### src/rtl/motoro3_line_calc_param_seq_if.sv
`default_nettype none
// +----------------------------------------------------------------------------+
// | motoro3_line_calc_param_seq_if                                             |
// | Request/result bundle between step sequencer, line calculator and PWM.     |
// | Rev 1.0                                                                    |
// +----------------------------------------------------------------------------+
interface motoro3_line_calc_param_seq_if #(
  parameter int PWM_W  = 8,
  parameter int STEP_W = 4
);
  logic              calcReq;
  logic [PWM_W-1:0]  pwmLen;
  logic [PWM_W-1:0]  pwmMin;
  logic [STEP_W-1:0] lcStep;
  logic              busy;
  logic              calcDone;
  logic              stepErr;
  logic [8:0]        slLenU;
  logic [8:0]        slLenV;
  logic [8:0]        slLenW;
  logic [PWM_W-1:0]  plLenU;
  logic [PWM_W-1:0]  plLenV;
  logic [PWM_W-1:0]  plLenW;

  modport master (
    output calcReq, pwmLen, pwmMin, lcStep,
    input  busy, calcDone, stepErr, slLenU, slLenV, slLenW, plLenU, plLenV, plLenW
  );

  modport slave (
    input  calcReq, pwmLen, pwmMin, lcStep,
    output busy, calcDone, stepErr, slLenU, slLenV, slLenW, plLenU, plLenV, plLenW
  );
endinterface
`default_nettype wire

### src/rtl/motoro3_line_calc_param_seq.sv
`default_nettype none
// +----------------------------------------------------------------------------+
// | motoro3_line_calc_param_seq                                                |
// | Sequential 3-phase sine/PWM on-length calculator with one shared           |
// | shift-add multiplier. Optional clamp: MOTORO3_LCP_DEADBAND_EN.             |
// | Rev 1.0                                                                    |
// +----------------------------------------------------------------------------+
module motoro3_line_calc_param_seq #(
  parameter int PWM_W    = 8,
  parameter int STEP_NUM = 12,
  parameter int STEP_W   = 4,
  parameter int DEAD_LEN = 2
) (
  input  wire logic                    clk,
  input  wire logic                    nRst,
  motoro3_line_calc_param_seq_if.slave bus
);
  localparam int PW = PWM_W + 9;
  localparam int IW = STEP_W + 2;
  localparam logic [IW-1:0] c_STEP_NUM = IW'(STEP_NUM);
  localparam logic [IW-1:0] c_THIRD    = IW'(STEP_NUM / 3);

  typedef enum logic [1:0] {
    S_IDLE = 2'd0,
    S_CALC = 2'd1,
    S_DONE = 2'd2
  } state_t;

  state_t            state_q, state_d;
  logic [3:0]        cnt_q;
  logic [1:0]        ph_q;
  logic [PW-1:0]     acc_q;
  logic [PWM_W-1:0]  len_q, min_q;
  logic [STEP_W-1:0] step_q;
  logic              err_q;
  logic [PWM_W-1:0]  pl_q    [3];
  logic [8:0]        sl_q    [3];
  logic [PWM_W-1:0]  plOut_q [3];
  logic [8:0]        slOut_q [3];
  logic              busy_q, done_q, stepErr_q;

  function automatic logic [8:0] sine(input logic [IW-1:0] idx);
    logic [8:0] v;
    v = '0;
    if (STEP_NUM == 12) begin
      case (int'(idx))
        1, 5, 7, 11: v = 9'd128;
        2, 4, 8, 10: v = 9'd222;
        3, 9:        v = 9'd256;
        default:     v = 9'd0;
      endcase
    end else begin
      case (int'(idx))
        1, 2, 4, 5: v = 9'd222;
        default:    v = 9'd0;
      endcase
    end
    return v;
  endfunction

  function automatic logic [PWM_W-1:0] clampf(input logic [PWM_W-1:0] p);
`ifdef MOTORO3_LCP_DEADBAND_EN
    logic [PWM_W-1:0] lim;
    lim = (len_q > PWM_W'(DEAD_LEN)) ? len_q - PWM_W'(DEAD_LEN) : '0;
    // pwmMin takes precedence when the clearance limit falls below it
    if (p > lim) return (lim < min_q) ? min_q : lim;
    return p;
`else
    return p;
`endif
  endfunction

  logic [PWM_W-1:0] w_d;
  logic [IW-1:0]    w_off, w_sum, w_idx;
  logic [8:0]       w_sl;
  logic             w_bit;
  logic [PW-1:0]    w_addend;
  logic [PWM_W:0]   w_plSum;
  logic [PWM_W-1:0] w_pl;

  assign w_d      = (len_q > min_q) ? len_q - min_q : '0;
  assign w_off    = (ph_q == 2'd1) ? c_THIRD : (ph_q == 2'd2) ? (c_THIRD + c_THIRD) : '0;
  assign w_sum    = IW'(step_q) + w_off;
  assign w_idx    = (w_sum >= c_STEP_NUM) ? w_sum - c_STEP_NUM : w_sum;
  assign w_sl     = err_q ? 9'd0 : sine(w_idx);
  assign w_bit    = (cnt_q < 4'd9) ? w_sl[cnt_q] : 1'b0;
  assign w_addend = w_bit ? (PW'(w_d) << cnt_q) : '0;
  assign w_plSum  = {1'b0, min_q} + acc_q[PW-1:8];
  assign w_pl     = w_plSum[PWM_W-1:0];

  always_comb begin
    state_d = state_q;
    case (state_q)
      S_IDLE:  if (bus.calcReq) state_d = S_CALC;
      S_CALC:  if (cnt_q == 4'd9 && ph_q == 2'd2) state_d = S_DONE;
      S_DONE:  state_d = S_IDLE;
      default: state_d = S_IDLE;
    endcase
  end

  always_ff @(posedge clk or negedge nRst) begin
    if (!nRst) begin
      state_q   <= S_IDLE;
      cnt_q     <= '0;
      ph_q      <= '0;
      acc_q     <= '0;
      len_q     <= '0;
      min_q     <= '0;
      step_q    <= '0;
      err_q     <= 1'b0;
      busy_q    <= 1'b0;
      done_q    <= 1'b0;
      stepErr_q <= 1'b0;
      for (int i = 0; i < 3; i++) begin
        pl_q[i]    <= '0;
        sl_q[i]    <= '0;
        plOut_q[i] <= '0;
        slOut_q[i] <= '0;
      end
    end else begin
      state_q <= state_d;
      case (state_q)
        S_IDLE: begin
          done_q <= 1'b0;
          if (bus.calcReq) begin
            len_q  <= bus.pwmLen;
            min_q  <= bus.pwmMin;
            step_q <= bus.lcStep;
            err_q  <= IW'(bus.lcStep) >= c_STEP_NUM;
            busy_q <= 1'b1;
            cnt_q  <= '0;
            ph_q   <= '0;
            acc_q  <= '0;
          end
        end
        S_CALC: begin
          // Nine LSB-first partial products, then one store cycle per phase
          if (cnt_q == 4'd9) begin
            pl_q[ph_q] <= w_pl;
            sl_q[ph_q] <= w_sl;
            acc_q      <= '0;
            cnt_q      <= '0;
            ph_q       <= ph_q + 2'd1;
          end else begin
            acc_q <= acc_q + w_addend;
            cnt_q <= cnt_q + 4'd1;
          end
        end
        S_DONE: begin
          for (int i = 0; i < 3; i++) begin
            plOut_q[i] <= clampf(pl_q[i]);
            slOut_q[i] <= sl_q[i];
          end
          stepErr_q <= err_q;
          done_q    <= 1'b1;
          busy_q    <= 1'b0;
        end
        default: ;
      endcase
    end
  end

  assign bus.busy     = busy_q;
  assign bus.calcDone = done_q;
  assign bus.stepErr  = stepErr_q;
  assign bus.slLenU   = slOut_q[0];
  assign bus.slLenV   = slOut_q[1];
  assign bus.slLenW   = slOut_q[2];
  assign bus.plLenU   = plOut_q[0];
  assign bus.plLenV   = plOut_q[1];
  assign bus.plLenW   = plOut_q[2];
endmodule
`default_nettype wire

### src/flat_wrapper.sv
// flat-port wrapper written by rule: the top's interface ports become plain ports
module motoro3_line_calc_param_seq_flat 
#(
  parameter int PWM_W    = 8,
  parameter int STEP_NUM = 12,
  parameter int STEP_W   = 4,
  parameter int DEAD_LEN = 2
)
  (clk, nRst, bus_calcReq, bus_pwmLen, bus_pwmMin, bus_lcStep, bus_busy, bus_calcDone, bus_stepErr, bus_slLenU, bus_slLenV, bus_slLenW, bus_plLenU, bus_plLenV, bus_plLenW);
  motoro3_line_calc_param_seq_if #(.PWM_W(PWM_W), .STEP_W(STEP_W)) bus_i ();
  input  wire logic clk;
  input  wire logic nRst;
  input wire logic [$bits(bus_i.calcReq)-1:0] bus_calcReq;
  input wire logic [$bits(bus_i.pwmLen)-1:0] bus_pwmLen;
  input wire logic [$bits(bus_i.pwmMin)-1:0] bus_pwmMin;
  input wire logic [$bits(bus_i.lcStep)-1:0] bus_lcStep;
  output wire logic [$bits(bus_i.busy)-1:0] bus_busy;
  output wire logic [$bits(bus_i.calcDone)-1:0] bus_calcDone;
  output wire logic [$bits(bus_i.stepErr)-1:0] bus_stepErr;
  output wire logic [$bits(bus_i.slLenU)-1:0] bus_slLenU;
  output wire logic [$bits(bus_i.slLenV)-1:0] bus_slLenV;
  output wire logic [$bits(bus_i.slLenW)-1:0] bus_slLenW;
  output wire logic [$bits(bus_i.plLenU)-1:0] bus_plLenU;
  output wire logic [$bits(bus_i.plLenV)-1:0] bus_plLenV;
  output wire logic [$bits(bus_i.plLenW)-1:0] bus_plLenW;
  assign bus_i.calcReq = bus_calcReq;
  assign bus_i.pwmLen = bus_pwmLen;
  assign bus_i.pwmMin = bus_pwmMin;
  assign bus_i.lcStep = bus_lcStep;
  assign bus_busy = bus_i.busy;
  assign bus_calcDone = bus_i.calcDone;
  assign bus_stepErr = bus_i.stepErr;
  assign bus_slLenU = bus_i.slLenU;
  assign bus_slLenV = bus_i.slLenV;
  assign bus_slLenW = bus_i.slLenW;
  assign bus_plLenU = bus_i.plLenU;
  assign bus_plLenV = bus_i.plLenV;
  assign bus_plLenW = bus_i.plLenW;
  motoro3_line_calc_param_seq #(.PWM_W(PWM_W), .STEP_NUM(STEP_NUM), .STEP_W(STEP_W), .DEAD_LEN(DEAD_LEN)) u_core (.clk(clk), .nRst(nRst), .bus(bus_i));
endmodule
### config.mk
export PLATFORM = sky130hd
export DESIGN_NAME = motoro3_line_calc_param_seq_flat
export DESIGN_NICKNAME = d
export VERILOG_FILES = /design/src/rtl/motoro3_line_calc_param_seq_if.sv /design/src/rtl/motoro3_line_calc_param_seq.sv /design/src/flat_wrapper.sv
export SDC_FILE = /design/constraint.sdc
export NUM_CORES = 1
export LEC_CHECK = 0
export ABC_AREA = 1
export BUFFER_PORTS_ARGS = -buffer_cell sky130_fd_sc_hd__buf_2
export CAP_MARGIN = 15
export CORE_MARGIN = 2
export CORE_UTILIZATION = 64
export CTS_BUF_LIST = sky130_fd_sc_hd__clkbuf_8 sky130_fd_sc_hd__clkbuf_16
export DETAILED_ROUTE_END_ITERATION = 7
export GPL_TIMING_DRIVEN = 0
export PLACE_DENSITY = 0.95
export SLEW_MARGIN = 20
export SYNTH_ARGS = -nofsm -noshare
export SYNTH_HDL_FRONTEND = slang
export SYNTH_SLANG_ARGS = --single-unit
### constraint.sdc
create_clock -name clk -period 7.2 [get_ports clk]
set_clock_uncertainty 0.1 [all_clocks]
set_input_delay 1.8 -clock clk [delete_from_list [all_inputs] [get_ports clk]]
set_output_delay 1.8 -clock clk [all_outputs]
set_load 0.01 [all_outputs]
==> summary.txt, run 1 <==
Pwr
  – Flop pwr share: 23.4%
  – Pint: 2.14 mW
  – Peak VDD IR: 310 uV
  – Tot Pwr: 4.18 mW
  – Combinational Power Share: 57.1%
  – Net Sw Power: 2.04 mW
  – Lkg Pwr: 4.15 nW
  – Clock power frac: 19.5%
  – Sw Ratio: 48.8%
  – Power per Cell Area: 533 mW/mm^2

Drt
  – Drt wl/cell: 16.3 microns
  – DRC violations left: 20
  – Vias: 6230
  – Iteration count of the initial detailed-routing pass: 8
  – DR iter-0 viols: 416
  – DRT antenna net count: 0
  – Vias per cell: 5.81
  – DRT Wirelength: 17400 microns

Synth
  – EDFF count, synth: 0
  – Sequential fraction of the synthesis area: 42.6%
  – Synth Flop Type: dfrtp_1
  – Async set-reset flop share out of synthesis: 100%
  – Syn_area_per_cell: 8.09 sq um
  – Flops & latches, synth: 114
  – Synth area leaders: dfrtp_1 (43%), nand2_1 (15%), ha_1 (7.9%)
  – Area leader, netlist: dfrtp_1
  – Cells after Synth: 827
  – Distinct cells, synth: 51
  – Post-synth top area share: 42.6%
  – Ys Warns: 0
  – Post-Syn Area: 0.00669 sq mm

Place
  – Post-DP HPWL: 11400 microns
  – Pre-CTS setup slack: 2190 ps
  – Number of I/O port buffers: 70
  – GP Congestion: 0.892
  – Dpl cells: 1040
  – Placed inst area: 0.00727 sq mm

Clock network
  – Clk Tree Root Cell: clkbuf_8
  – Clock transition at the registers of the reported paths: 60 ps
  – Clock tree buffer depth: 2
  – H-Tree Level Count: 4
  – CTS tree: built
  – Hold Buf Count CTS: 0
  – Post-CTS sizing: 0
  – Sink Count: 114
  – Setup bufs post-CTS: 0
  – Num CTS Buffers: 17
  – Worst-Skew Late Latency: 530 ps

Die
  – Core box area: 0.0102 sq mm
  – Rows: 37
  – Die footprint: 0.0113 sq mm
  – Top-Level Pins: 77
  – Die Wd: 106 microns
  – Initial Utilization: 65.4%
  – Die H: 106 microns

Layout
  – NumNets Final: 992
  – Layout cells sized above 1: 18.9%
  – Non-Filler Instances: 1072
  – Fillcell total: 666
  – Fin area: 0.00784 sq mm
  – Area growth, synth to finish: 17.2%
  – Final core utilization: 76.6%
  – Ant diodes: 0

Setup path
  – Startpoint Class: register
  – WP data arrival: 5690 ps
  – Max incr delay on CP: 540 ps
  – Slowest cell on crit path: fa_1
  – Most frequent cell on the critical path: nand2_1
  – Crit. End Element: register
  – Data required, critical path: 7520 ps
  – Critical Path Fanout Max: 9
  – CP Class: register to register

Timing
  – Final Cycle Share: 74.6%
  – Final Max Slew Viols: 0
  – Fmax: 186 MHz
  – Final hold violation count: 0
  – Unrepaired setup endpoints after global routing: false
  – Setup tns final: 0 ps
  – Slew headroom: 49.4%
  – Slew @ Worst Pin: 757 ps
  – Fin crit period: 5370 ps
  – Setup WS post-layout: 1830 ps
  – Hold slack: 367 ps
  – Setup violators final: 0

Global routing
  – Initial antenna violation count: 0
  – Largest net degree at the start of global routing: 71
  – Grt ovf: 0
  – Vias in the first global route: 6101
  – First-pass GRT wire length: 28700 microns
  – Global-route usage over all layers: 32.5%

Outcome
  – Violated checks: design-rule violations
  – Status: finished with violations

Worst hold path
  – Worst min path class: register to register

Job
  – Max-cap viol count: 0
[cells by family after synthesis]
family | Yosys count | share of synthesized area [%]
AOI/OAI and AO/OA | 150 | 13.0
adders and majority gates | 46 | 9.05
xor gates and xnor gates | 14 | 2.11
other | 1 | 0.0560
buffers and inverters | 136 | 8.96
and+or+nand+nor | 366 | 24.2
DFF | 114 | 42.6
[per-layer routing]
layer / vias to the layer above / part of all wire [%] / global-route usage, %
met3: 90 / 7.9 / 6.93
met4: 0 / 4.6 / 17.0
met1: 2931 / 39 / 38.8
met5: - / 0 / 0
li1: 2842 / - / -
met2: 367 / 49 / 55.4
[state kept, by name, indices dropped and copies added, names as in the netlist]
register / cells
u_core.err_q: 1
u_core.bus.slLenW: 3
u_core.cnt_q: 4
u_core.acc_q: 16
u_core.sl_q: 9
u_core.bus.calcDone: 1
u_core.bus.stepErr: 1
u_core.bus.busy: 1
u_core.state_q: 2
u_core.step_q: 4
u_core.bus.slLenV: 3
u_core.bus.plLenU: 8
u_core.len_q: 8
u_core.ph_q: 2
u_core.bus.plLenW: 8
u_core.bus.plLenV: 8
u_core.pl_q: 24
u_core.min_q: 8
u_core.bus.slLenU: 3
[Yosys cell counts, types with 5 or more instances]
cell,count
nand2_1,264
dfrtp_1,114
inv_1,87
o21ai_0,81
ha_1,42
nor2_1,32
a21oi_1,28
nand3_1,27
buf_4,18
clkbuf_1,12
nand3_2,9
o21ai_1,9
buf_2,8
nand4_1,8
xnor2_1,7
inv_2,6
xor2_1,6
nand2_2,5
o21ai_2,5
o22ai_1,5
[power groups by stage]
stage                     registers (mW)  clock network (mW)  logic (mW)
final                              0.980               0.813        2.39
after global routing               0.993               0.849        2.63
after CTS                          0.973               0.814        2.33
after detailed placement           0.973                   0        2.26
after global placement             0.966                   0        2.18
after floorplan                    0.934                   0        1.78
[final cells by class]
class	instances	area [sq um]	area share [%]
Tap cell	136	170	2.17
Inverter	97	372	4.74
Multi-Input combinational cell	583	3260	41.6
Clock buffer	17	414	5.28
Clock inverter	15	158	2.01
Timing Repair Buffer	71	384	4.90
Sequential cell	114	2850	36.4
Buffer	39	228	2.90
[worst paths after layout]
check / from / end / slack (ps) / cells past startpoint
hold / removal: u_core.bus.plLenV[3] / u_core.bus.plLenV[3] / 370 / 2
hold reg to reg: u_core.bus.plLenV[3] / u_core.bus.plLenV[3] / 370 / 2
setup / recovery: u_core.ph_q[1] / u_core.acc_q[12] / 1830 / 30
min in group asynchronous: nRst / u_core.pl_q[3] / 1090 / 1
max in group asynchronous: nRst / u_core.len_q[2] / 5240 / 2
setup reg to reg: u_core.ph_q[1] / u_core.acc_q[12] / 1830 / 30
[worst max-delay path: cells and delay by family (launching register included)]
family | cells | cell delay, ps
AO/OA/AOI/OAI | 4 | 960
flip-flops | 1 | 400
XOR/XNOR | 1 | 220
AND/OR/NAND/NOR | 15 | 1820
buffers and inverters | 5 | 370
adder cells (fa/ha/maj) | 5 | 1410
[cell usage in the layout, fill, tap and decap left out, types with 3 or more instances in the layout]
cell type,instances
nor2_2,3
nand4_1,8
ha_1,42
nand3_2,9
nand2_4,3
clkbuf_16,16
dfrtp_1,114
nor3_1,4
clkinv_2,3
xnor2_1,7
o21ai_2,5
fa_1,4
o21ai_0,81
nand2_1,264
inv_2,6
o22ai_1,5
clkinv_1,3
nand3_1,27
a21oi_1,28
buf_2,77
xor2_1,6
o31ai_1,4
inv_6,4
nor2_1,32
conb_1,7
o21ai_1,9
nand2_2,5
inv_1,87
buf_4,18
clkinvlp_4,4
clkbuf_1,12
Note: power is estimated with default switching activity, not from simulation.
==> run 2, diff against run 1 <==
ABC_AREA = 0   (was 1)
CORE_UTILIZATION = 59   (was 64)
PLACE_DENSITY = 0.9   (was 0.95)
clock period = 5.6 ns   (was 7.2 ns; I/O delays follow)
==> run 2 against run 1 <==
  * The run ends with negative setup slack left
  * Combinational power up 32%
  * First-iteration DRC count rose by 50%
  * Count of clock-buffer cells in the layout rose by 2
  * Clock power increased by 32%
  * Flip-flop and latch count unchanged
  * Sequential share of layout area down 1.2 points
  * Routed wire length is 8.5% higher
  * Non-clock buffer count up 26
  * Synthesized cell count shrank 22%
==> summary.txt, run 2 <==
Die
  – Core box area: 0.0108 sq mm (+6.0%)
  – Top-Level Pins: 77 (unchanged)
  – Initial Utilization: 60.4% (-5.0 points)
  – Die footprint: 0.0120 sq mm (+5.9%)
  – Die H: 109 microns (+2.9%)
  – Rows: 38 (+2.7%)
  – Die Wd: 109 microns (+2.9%)

Setup path
  – Most frequent cell on the critical path: ha_4
  – Startpoint Class: register
  – Flop2flop setup slack: -460 ps (-2300 ps)
  – WP data arrival: 6370 ps (+680 ps)
  – Critical Path Fanout Max: 7 (-2)
  – Crit. End Element: register
  – Data required, critical path: 5900 ps (-1620 ps)
  – Slowest cell on crit path: fa_2
  – Worst Reg2Reg Path Length in Cells: 26 (-13%)
  – Delay-heaviest family, CP: compound AO/OA/AOI/OAI gates
  – Worst path buffer plus inverter count: 5 (unchanged)
  – CP Class: register to register
  – Max incr delay on CP: 550 ps (about the same)
  – Levels on crit path: 26 (-13%)

Timing
  – Final hold violation count: 0 (unchanged)
  – Setup violators final: 6 (+6)
  – Fin crit period: 6060 ps (+696 ps)
  – Slew headroom: 26.4% (-23 points)
  – Final Cycle Share: 108% (+34 points)
  – Final Max Slew Viols: 0 (unchanged)
  – Unrepaired setup endpoints after global routing: true
  – Setup WS post-layout: -465 ps (-2300 ps)
  – Fmax: 165 MHz (-11%)
  – Slew @ Worst Pin: 1100 ps (+342 ps)

Synth
  – Synth Flop Type: dfrtp_1
  – EDFF count, synth: 0 (unchanged)
  – Most common cell in the netlist: dfrtp_1
  – Area leader, netlist: dfrtp_1
  – Flops & latches, synth: 114 (unchanged)
  – Synth area leaders: dfrtp_1 (44%), mux2_2 (8.3%), ha_1 (8.0%)
  – Synth top cells by count: dfrtp_1 (114), nand2_1 (80), mux2_2 (48), o21ai_0 (47), ha_1 (42)
  – Ys Warns: 0 (unchanged)
  – Async set-reset flop share out of synthesis: 100% (unchanged)
  – Distinct cells, synth: 62 (+22%)
  – Syn_area_per_cell: 10.1 sq um (+25%)
  – Sequential fraction of the synthesis area: 43.6% (+0.93 points)
  – Post-Syn Area: 0.00655 sq mm (-2.1%)
  – Cells after Synth: 647 (-22%)
  – Post-synth top area share: 43.6% (+0.93 points)

Layout
  – Ant diodes: 0 (unchanged)
  – NumNets Final: 834 (-16%)
  – Largest registers: u_core.pl_q: 24 flops, u_core.acc_q: 16 flops, u_core.sl_q: 9 flops
  – Non-Filler Instances: 916 (-15%)
  – Largest register FFs: 24 (unchanged)
  – Layout cells sized above 1: 30.3% (+11 points)
  – Most frequent cells in the layout: dfrtp_1 (113), nand2_1 (80), buf_2 (69)
  – Most common cell after layout, fill and taps aside: dfrtp_1
  – Area growth, synth to finish: 23.7%
  – Final core utilization: 74.7% (-1.9 points)
  – Top reg by flops: u_core.pl_q
  – Fillcell total: 659 (-1.1%)

Drt
  – DR iter-0 viols: 626 (+50%)
  – DRT Wirelength: 18900 microns (+8.5%)
  – Vias: 5687 (-8.7%)
  – DRC violations left: 0 (-100%)
  – Drt wl/cell: 20.6 microns (+27%)
  – Iteration count of the initial detailed-routing pass: 5 (-3)
  – DRT antenna net count: 0 (unchanged)
  – Vias per cell: 6.21 (+6.8%)

Job
  – Max-cap viol count: 0 (unchanged)

Global routing
  – Vias in the first global route: 5574 (-8.6%)
  – Grt ovf: 0 (unchanged)
  – Initial antenna violation count: 0 (unchanged)
  – Largest net degree at the start of global routing: 64 (-9.9%)
  – Global-route usage over all layers: 31.0% (-1.5 points)
  – First-pass GRT wire length: 28000 microns (-2.6%)

Pwr
  – Clock power frac: 19.3% (-0.2 points)
  – Combinational Power Share: 57.1% (about the same)
  – Sw Ratio: 43.9% (-4.9 points)
  – Flop pwr share: 23.6% (+0.2 points)
  – Pint: 3.10 mW (+45%)
  – Lkg Pwr: 4.02 nW (-3.0%)
  – Net Sw Power: 2.43 mW (+19%)
  – Power per Cell Area: 683 mW/mm^2 (+28%)
  – Peak VDD IR: 429 uV (+38%)

Outcome
  – Violated checks: negative setup slack
  – Status: finished with violations

Clock network
  – Hold Buf Count CTS: 0 (unchanged)
  – Sink Count: 114 (unchanged)
  – Num CTS Buffers: 17 (unchanged)
  – Clock transition at the registers of the reported paths: 60 ps (about the same)
  – CTS tree: built
  – Clock tree buffer depth: 2 (unchanged)
  – H-Tree Level Count: 4 (unchanged)
  – Worst-Skew Late Latency: 530 ps (about the same)
  – Clk Tree Root Cell: clkbuf_8

Worst hold path
  – Hold Path Depth: 2 (unchanged)
  – Worst min path class: register to register

Place
  – GP Congestion: 0.959 (+7.6%)
  – Pre-CTS setup slack: -765 ps (-2950 ps)
  – Post-DP HPWL: 11300 microns (-0.90%)
  – Dpl cells: 864 (-17%)
  – Number of I/O port buffers: 70 (unchanged)
-- run 2: changes by cell type after synthesis, sizes merged, moves of 13 or more --
cell   delta
a22o     +13
inv      -59
mux2     +53
nand2   -193
nand3    -28
o21ai    -44
-- run 2: metal layers --
metal | global-route usage, % | vias up | wire (microns)
met5 | 0 | - | 0
met4 | 15.3 | 0 | 1270
met3 | 8.06 | 109 | 1490
met2 | 55.5 | 353 | 9430
met1 | 34.1 | 2742 | 6720
li1 | - | 2483 | -
-- run 2: what timing repair did --
| action | CTS | global route |
|---|---|---|
| setup endpoints to repair | 11 | 7 |
| pin swaps | 12 | 10 |
| resized for setup | 18 | 21 |
| setup buffers | 10 | 13 |
-- run 2: worst reg2reg max path, delay by kind of cell (launching register included) --
kind	cells	cell delay (ps)
DFF	1	430
buffers and inverters	5	560
and+or+nand+nor	5	1420
AOI/OAI and AO/OA	10	2040
xor gates and xnor gates	1	80
adders and majority gates	5	1310
-- run 2: logic make-up after synthesis --
logic type      count (synthesis)  share of synthesized area [%]
compound gates                144                           14.0
xor+xnor                       26                           3.48
fa+ha+maj                      46                           9.25
buf+inv                        78                           5.64
flops                         114                           43.6
mux                            63                           10.9
other cells                     1                         0.0573
simple gates                  175                           13.1
-- run 2: power groups by stage --
stage	combinational [mW]	sequential (mW)	clock, mW
after floorplan	1.95	1.21	0
after global placement	2.36	1.25	0
after detailed placement	2.52	1.27	0
after CTS	2.73	1.27	1.06
after global routing	3.38	1.32	1.12
final	3.16	1.31	1.07
-- run 2: area by class of cell --
type | instances | area, sq um | area share, %
clock buffer | 19 | 442 | 5.45
multi-input combinational | 461 | 3570 | 44.1
sequential | 114 | 2850 | 35.2
timing repair buffer | 94 | 557 | 6.87
buffer | 42 | 233 | 2.87
tap | 140 | 175 | 2.16
clock inverter | 11 | 140 | 1.73
inverter | 35 | 131 | 1.62
-- run 2: worst paths after layout --
check	from	endpoint
worst min register to register	u_core.len_q[7]	u_core.len_q[7]
max in group asynchronous	nRst	u_core.ph_q[0]
worst max-delay path	u_core.ph_q[1]	u_core.acc_q[14]
min in group asynchronous	nRst	u_core.pl_q[0]
worst max register to register	u_core.ph_q[1]	u_core.acc_q[14]
worst min-delay path	u_core.len_q[7]	u_core.len_q[7]
-- run 2: per-stage QoR --
stage	cell area [sq um]	hold slack, ps	power, mW	TNS, ps
global placement	7120	354	3.62	-1140
floorplan	6600	340	3.16	0
detailed placement	7150	360	3.80	-2670
global route	8100	404	5.82	-1980
CTS	7880	388	5.06	-192
finish	8100	382	5.53	-1440
